===== config.mk =====
export PLATFORM = sky130hd
export DESIGN_NAME = reg_file_mp
export DESIGN_NICKNAME = d
export VERILOG_FILES = /design/src/rtl/reg_file_mp_pkg.sv /design/src/rtl/reg_file_rdport.sv /design/src/rtl/reg_file_mp.sv
export SDC_FILE = /design/constraint.sdc
export NUM_CORES = 2
export LEC_CHECK = 0
export CORE_UTILIZATION = 55
export CTS_BUF_LIST = sky130_fd_sc_hd__clkbuf_4 sky130_fd_sc_hd__clkbuf_8
export DETAILED_ROUTE_END_ITERATION = 6
export GPL_TIMING_DRIVEN = 0
export PLACE_DENSITY = 0.72
export SLEW_MARGIN = 20
export SYNTH_ARGS = -nofsm -noshare
export SYNTH_HDL_FRONTEND = slang
export SYNTH_SLANG_ARGS = --single-unit

===== constraint.sdc =====
create_clock -name i_clock -period 11.1 [get_ports i_clock]
set_input_delay 2.22 -clock i_clock [delete_from_list [all_inputs] [get_ports i_clock]]
set_output_delay 2.22 -clock i_clock [all_outputs]
set_load 0.05 [all_outputs]

===== src/rtl/reg_file_mp_pkg.sv =====
// Shared definitions for the multi-port register file: default widths and
// FSM state encodings, reusable by any top that embeds the register file.
package reg_file_mp_pkg;

   localparam int DEF_DATA_W = 32;
   localparam int DEF_ADDR_W = 5;
   localparam int DEF_NRD    = 2;

   localparam logic ST_IDLE_ENC  = 1'b0;
   localparam logic ST_CLEAR_ENC = 1'b1;

   typedef enum logic {
      ST_IDLE  = ST_IDLE_ENC,
      ST_CLEAR = ST_CLEAR_ENC
   } rf_state_e;

endpackage


===== src/rtl/reg_file_rdport.sv =====
// One combinational read port: array lookup, write-through bypass and
// zero / not-ready masking.
module reg_file_rdport
   import reg_file_mp_pkg::*;
#(
   parameter int DATA_W   = DEF_DATA_W,
   parameter int ADDR_W   = DEF_ADDR_W,
   parameter int ZERO_REG = 1
) (
   input  logic [DATA_W-1:0] i_mem [2**ADDR_W],
   input  logic [ADDR_W-1:0] i_rd_addr,
   input  logic              i_ready,
   input  logic              i_wr_commit,
   input  logic [ADDR_W-1:0] i_wr_addr,
   input  logic [DATA_W-1:0] i_wr_data,
   output logic [DATA_W-1:0] o_rd_data
);

   logic w_zero_hit;
   logic w_byp_hit;

   assign w_zero_hit = (ZERO_REG != 0) && (i_rd_addr == '0);
   assign w_byp_hit  = i_wr_commit && (i_wr_addr == i_rd_addr);

   // Masking has priority over bypass, bypass over the stored value
   always_comb begin
      o_rd_data = i_mem[i_rd_addr];
      if (w_byp_hit)
         o_rd_data = i_wr_data;
      if (!i_ready || w_zero_hit)
         o_rd_data = '0;
   end

endmodule


===== src/rtl/reg_file_mp.sv =====
// Multi-port register file: one write port, NRD asynchronous read ports,
// and a clear walk that zeroes one entry per cycle after reset or on request.
module reg_file_mp
   import reg_file_mp_pkg::*;
#(
   parameter int DATA_W   = DEF_DATA_W,
   parameter int ADDR_W   = DEF_ADDR_W,
   parameter int NRD      = DEF_NRD,
   parameter int ZERO_REG = 1
) (
   input  logic                  i_clock,
   input  logic                  i_reset,
   input  logic [NRD*ADDR_W-1:0] i_rd_addr,
   output logic [NRD*DATA_W-1:0] o_rd_data,
   input  logic                  i_wr_en,
   input  logic [ADDR_W-1:0]     i_wr_addr,
   input  logic [DATA_W-1:0]     i_wr_data,
   input  logic                  i_clear_req,
   output logic                  o_ready,
   output logic                  o_wr_ack
);

   localparam int                DEPTH = 2**ADDR_W;
   localparam logic [ADDR_W-1:0] LAST  = ADDR_W'(DEPTH-1);

   rf_state_e         r_state;
   rf_state_e         w_state_nxt;
   logic [ADDR_W-1:0] r_clr_cnt;
   logic [DATA_W-1:0] r_mem [DEPTH];
   logic              r_wr_ack;

   logic w_ready;
   logic w_wr_acc;
   logic w_wr_commit;
   logic w_clr_last;

   assign w_ready     = (r_state == ST_IDLE);
   // clear_req wins over a same-cycle write
   assign w_wr_acc    = i_wr_en && w_ready && !i_clear_req;
   // an address-0 write on a hardwired-zero file is neither stored nor acked
   assign w_wr_commit = w_wr_acc && !((ZERO_REG != 0) && (i_wr_addr == '0));
   assign w_clr_last  = (r_state == ST_CLEAR) && (r_clr_cnt == LAST);

   // State register; reset always (re)starts a clear walk
   always_ff @(posedge i_clock) begin
      if (i_reset) r_state <= ST_CLEAR;
      else         r_state <= w_state_nxt;
   end

   // Next state: clear_req seen only in IDLE, so a running clear never restarts
   always_comb begin
      w_state_nxt = r_state;
      case (r_state)
         ST_IDLE:  if (i_clear_req) w_state_nxt = ST_CLEAR;
         ST_CLEAR: if (w_clr_last)  w_state_nxt = ST_IDLE;
         default:  w_state_nxt = ST_CLEAR;
      endcase
   end

   // Clear address walks 0..DEPTH-1 and parks at 0 while idle
   always_ff @(posedge i_clock) begin
      if (i_reset)
         r_clr_cnt <= '0;
      else if (r_state == ST_CLEAR)
         r_clr_cnt <= w_clr_last ? '0 : r_clr_cnt + 1'b1;
   end

   // Storage: single write port shared by the clear walk and normal writes, no reset
   always_ff @(posedge i_clock) begin
      if (r_state == ST_CLEAR)
         r_mem[r_clr_cnt] <= '0;
      else if (w_wr_commit)
         r_mem[i_wr_addr] <= i_wr_data;
   end

   // Write acknowledge, one cycle after a committed write
   always_ff @(posedge i_clock) begin
      if (i_reset) r_wr_ack <= 1'b0;
      else         r_wr_ack <= w_wr_commit;
   end

   assign o_ready  = w_ready;
   assign o_wr_ack = r_wr_ack;

   for (genvar k = 0; k < NRD; k++) begin : g_rd
      reg_file_rdport #(
         .DATA_W   (DATA_W),
         .ADDR_W   (ADDR_W),
         .ZERO_REG (ZERO_REG)
      ) u_rdport (
         .i_mem       (r_mem),
         .i_rd_addr   (i_rd_addr[k*ADDR_W +: ADDR_W]),
         .i_ready     (w_ready),
         .i_wr_commit (w_wr_commit),
         .i_wr_addr   (i_wr_addr),
         .i_wr_data   (i_wr_data),
         .o_rd_data   (o_rd_data[k*DATA_W +: DATA_W])
      );
   end

endmodule


; ---- Yosys cells after proc, flatten, opt, wreduce, memory -nomap -nowiden
; Index checks and enable logic that the tools add are counted.
[op_classes]
reduce_logical = 16
addsub = 1
bitwise = 7
n_mux = 21
n_eq_ne = 3
magnitude_cmp = 6
[op_table]
columns = operator, count
row1 = 2-to-1 mux 1024 bit, 2
row2 = bitwise AND 1024 bit, 1
row3 = bitwise mux 1024 bit, 1
row4 = NOT 1024 bit, 1
row5 = binary-select mux 32 bit (select 5 bit), 2
row6 = demux 32 bit (select 5 bit), 2
row7 = 2-to-1 mux 32 bit, 10
row8 = ">= comparator 6 bit, second input constant", 4
row9 = NOT 5 -> 6 bit, 4
row10 = logical NOT 5 bit, 3
row11 = "< comparator 6 x 1 -> 1 bit, second input constant", 2
row12 = equality test 5 bit, 2
row13 = logical AND 1 bit, 8
row14 = "adder 5 x 1 -> 5 bit, second input constant", 1
row15 = "equality test 5 bit, second input constant", 1
row16 = 2-to-1 mux 5 bit, 1
row17 = logical NOT 1 bit, 2
row18 = logical OR 1 bit, 2
row19 = 2-to-1 mux 1 bit, 2
row20 = case mux 1 bit (2 select lines), 1
row21 = nonzero test 2 bit, 1
row22 = NOT 1 bit, 1
[totals]
output_inout_bits = 66
inputBits = 51
reg_bits = 1031
word_cells = 89

; ---- Longest topological paths before layout
[depth]
depth_word = 8
mapped_depth = 9
mapped_depth_nobuf = 7

; ---- Cells and area by module
; Synthesis repeated with hierarchy kept, for this count alone.
[hier_totals]
hier_cells = 3813
area_unflattened_um2 = 59060.4
[modules_own_cells]
columns = module, seq_area_each_um2, cells_per_inst, area_per_inst_um2, n_inst
row1 = reg_file_mp, 30889.6, 2577, 42729.7, 1
row2 = reg_file_rdport, 0.0, 618, 8165.3, 2

; ---- Least setup slack after synthesis
; No wires, ideal clock.
[synth_path]
path_kind = in2out
start = input port i_rd_addr[1]
end = output port o_rd_data[10]
setup_slack_ps = 4732
n_path_buf = 4
t_required_ps = 8880
arrival_time_ps = 4148
path_stages = 8
path_cell_list = buf_2 > buf_2 > buf_2 > clkbuf_1 > mux4_2 > a22oi_1 > a21oi_1 > a221o_1
[synth_via]
elab_chain_len = 6
elab_cells_between_ends = 10
cone_classes = eq/ne: 1 / mux: 5 / bitwise: 1 / reduce/logical: 3
[synth_rtl]
columns = element, line
row1 = start: declaration, reg_file_mp.sv:13  ; input logic [NRD*ADDR_W-1:0] i_rd_addr,
row2 = NOT 5 -> 6 bit (implied by the code), reg_file_rdport.sv:27  ; o_rd_data = i_mem[i_rd_addr];
row3 = binary-select mux 32 bit (select 5 bit), reg_file_rdport.sv:27
row4 = 2-to-1 mux 32 bit (implied by the code) (2 in series), reg_file_rdport.sv:27
row5 = 2-to-1 mux 32 bit, reg_file_rdport.sv:28  ; if (w_byp_hit)
row6 = 2-to-1 mux 32 bit *, reg_file_rdport.sv:30  ; if (!i_ready || w_zero_hit)
row7 = end: declaration, reg_file_mp.sv:14  ; output logic [NRD*DATA_W-1:0] o_rd_data,
; Every way passes the cells marked *; elsewhere a longest branch is shown, timed or not. The select of a mux whose other input is x is not followed.

; ---- Worst setup path after layout
[layout_path]
start = input port i_rd_addr[9]
end = output port o_rd_data[53]
; The elaborated chain is that of the path after synthesis.

==> summary.md <==
| Metric | Value |
|---|---|
| Run status | `complete, no violations` |
| Global route overflow | `0` |
| Hold Crit Class | `flop to flop` |
| Antenna Nets Post-Route | `0` |
| Cell taking the most area after synthesis | `edfxtp_1` |
| WL final | `between 200,000 and 250,000 µm` |
| CP required | `8.88 ns` |
| Setup CP Type | `input port to output pin` |
| Most common cell on crit path | `clkbuf_1` |
| Port buffer count | `around 110` |
| Power Dens Cells | `156 nW/µm²` |
| CTS Sinks | `between 1,000 and 1,500` |
| Share of cells above drive strength 1 | `19.8%` |
| First-iteration detailed-routing DRC count | `8,276` |
| Clk_skew | `about 0.036 ns` |
| Crit-path cells | `clkbuf_1 -> inv_1 -> clkbuf_1 -> a221oi_1 -> a22oi_1 -> a21oi_1 -> a221o_1 -> clkdlybuf4s50_1` |
| Crit path DAT | `7.02 ns` |
| Vias per cell | `7.85` |
| Pleak | `26.4 nW` |
| Setup TNS | `0 ns` |
| CTS resizes | `0` |
| Post-synthesis sequential area ratio | `between 50 and 60%` |
| Most used DFF post-synth | `edfxtp_1` |
| DP HPWL | `roughly 180,000 µm` |
| Worst-Margin Slew | `1.35 ns` |
| Die width | `331 µm` |
| Most instantiated cells after synthesis | `a22o_1, edfxtp_1, clkbuf_1` |
| Yosys cell types | `40` |
| Final setup viols | `0` |
| CTS tree | `done` |
| Type of origin of the critical path | `input port` |
| GRT Util Overall | `41.4%` |
| Ys Warns | `0` |
| H-tree Lvls | `4` |
| Worst Setup End Kind | `output pin` |
| FP Rows | `120` |
| Filler instances | `8,080` |
| Top Family by Delay on Critical Path | `buffers and inverters` |
| Non-filler cells, final | `6,022` |
| Area grow syn2layout | `13.1%` |
| WL per Instance | `38.2 µm` |
| I/O pins | `117` |
| Dpl ws | `around 2.5 ns` |
| RSZ-0062 raised after global routing | `false` |
| Area contributors post-synth | `edfxtp_1, a22o_1, mux4_2, mux2i_1, clkbuf_1` |
| Final worst slack | `1.86 ns` |
| Mapped cell area | `between 50,000 and 60,000 µm²` |
| Full die area | `110,000 µm²` |
| DRC viols | `0` |
| DR pass1 iterations | `6` |
| Clock root buffer | `clkbuf_8` |
| CTS Buf Count | `approximately 180` |
| Global-route wire length before repair | `324,000 µm` |
| CP Depth | `8` |
| Syn Area/Cell | `around 14 µm²` |
| Peak supply drop | `0.134 mV` |
| Post-synth EDFFs | `between 1,000 and 1,500` |
| Reg2reg path depth | `7` |
| Inst Count DP | `5,692` |
| Starting Density | `55.6%` |
| Synthesized flop and latch total | `1,031` |
| Max_cap viols | `0` |
| CTS clk-pin slew, worst paths | `roughly 0.05 ns` |
| Die H | `331 µm` |
| Vias in the first global route | `45,032` |
| Layout Nets | `4,523` |
| CP max FO | `10` |
| Final period util | `83.2%` |
| Max-slew violation count | `0` |
| Hold path depth | `1` |
| Final Hold Violating Endpoints | `0` |
| Initial antenna violation count | `10` |
| Largest net degree at the start of global routing | `25` |
| Fmax | `0.108 GHz` |
| RePlAce Congestion | `1.07` |
| Via count | `about 47,000` |
| CP peak stage delay | `1.10 ns` |
| Post-CTS Hold Buffers | `0` |
| Clk buf depth | `3` |
| Area of the core | `107,000 µm²` |
| Async SR Flop Fraction | `0%` |
| Cells after Synth | `4,121` |
| Clock latency on the worst-skew pair | `approximately 0.92 ns` |
| CP bufs+invs | `4` |
| Critical-path top delay cell | `a221oi_1` |
| Min cycle time layout | `slightly above 9 ns` |
| Synth top area share | `51.5%` |
| Syn Nets | `4,177` |
| Worst slew margin | `10.3%` |
| Post-CTS Setup Repair Bufs | `0` |
==> per-stage QoR <==
| step | hold WS [ns] | utilization (%) | total power, mW | instance area [µm²] |
|---|---|---|---|---|
| after floorplan | 0.524 | - | 6.21 | 59700 |
| after global placement | 0.566 | 58.2 | 6.69 | 62500 |
| after detailed placement | 0.571 | 59.5 | 6.76 | 63900 |
| after CTS | 0.596 | 62.9 | 10.4 | 67500 |
| after global routing | 0.601 | 62.9 | 10.8 | 67600 |
| final | 0.595 | 62.9 | 10.5 | 67600 |
==> report_power, final <==
group          switching [mW]  internal [mW]  total (mW)
combinational           0.751          0.816        1.57
clock                    1.75           2.00        3.75
sequential              0.397           4.82        5.22
total                    2.90           7.64        10.5
==> cell type report <==
class	instances	area [µm²]	share of cell area, %
antenna	7	17.5	0.0259
buffer	573	2410	3.57
clock buffer	219	2780	4.11
clock inverter	104	901	1.33
inverter	5	18.8	0.0278
multi-input combinational	2512	26900	39.8
sequential	1031	30900	45.7
tap	1403	1760	2.60
timing repair buffer	168	1900	2.81
==> registers in the layout (all words and copies together), names as in the netlist <==
name and count:
o_wr_ack 1, r_mem 1024, r_clr_cnt 5, r_state 1
==> cell families after synthesis <==
logic type,after synthesis,share of synthesized area [%]
AOI/OAI and AO/OA,1612,22.4
DFF,1031,51.7
muxes,704,19.8
buffers and inverters,578,4.05
and+or+nand+nor,181,1.67
xor gates and xnor gates,10,0.147
adders and majority gates,5,0.105
==> per-layer routing <==
layer | track usage (%) | vias to the layer above | routed length [µm]
met1 | 56.5 | 23897 | 83300
met5 | 0 | - | 41
met3 | 14.6 | 609 | 36900
li1 | - | 18494 | -
met4 | 19.5 | 6 | 12100
met2 | 59.1 | 4263 | 97600
==> placed cells by master, fill, tap and decap left out, types with 4 or more instances in the layout <==
master           instances
nand2b_1                 5
nor2_1                  46
o31ai_4                 31
a31oi_2                 10
buf_1                   21
clkbuf_1               420
o21bai_1                64
clkbuf_8               181
a22o_1                1024
clkinv_1                39
mux2i_1                320
mux4_2                 384
clkbuf_4                38
clkdlybuf4s50_1        105
clkinvlp_4              11
a211oi_1                64
a221oi_1               128
a221o_1                 64
buf_4                   17
clkbuf_2                 6
a22oi_1                 65
dfxtp_1                  7
buf_8                   34
xnor2_1                 10
inv_1                    4
nor2b_1                104
nor3_1                   6
bufinv_16               15
a31oi_1                  6
edfxtp_1              1024
a41oi_1                  4
ha_1                     5
diode_2                  7
buf_2                  101
clkinv_2                34
a21oi_1                144
nand2_1                  7
buf_6                   36
==> worst paths after layout <==
path / endpoint / from / slack [ns]
min: r_mem[364] / r_mem[364] / 0.60
min reg2reg: r_mem[364] / r_mem[364] / 0.60
max reg2reg: r_mem[914] / r_state / 7.46
max: o_rd_data[53] / i_rd_addr[9] / 1.86
No activity file was read; power rests on OpenSTA's default activity.
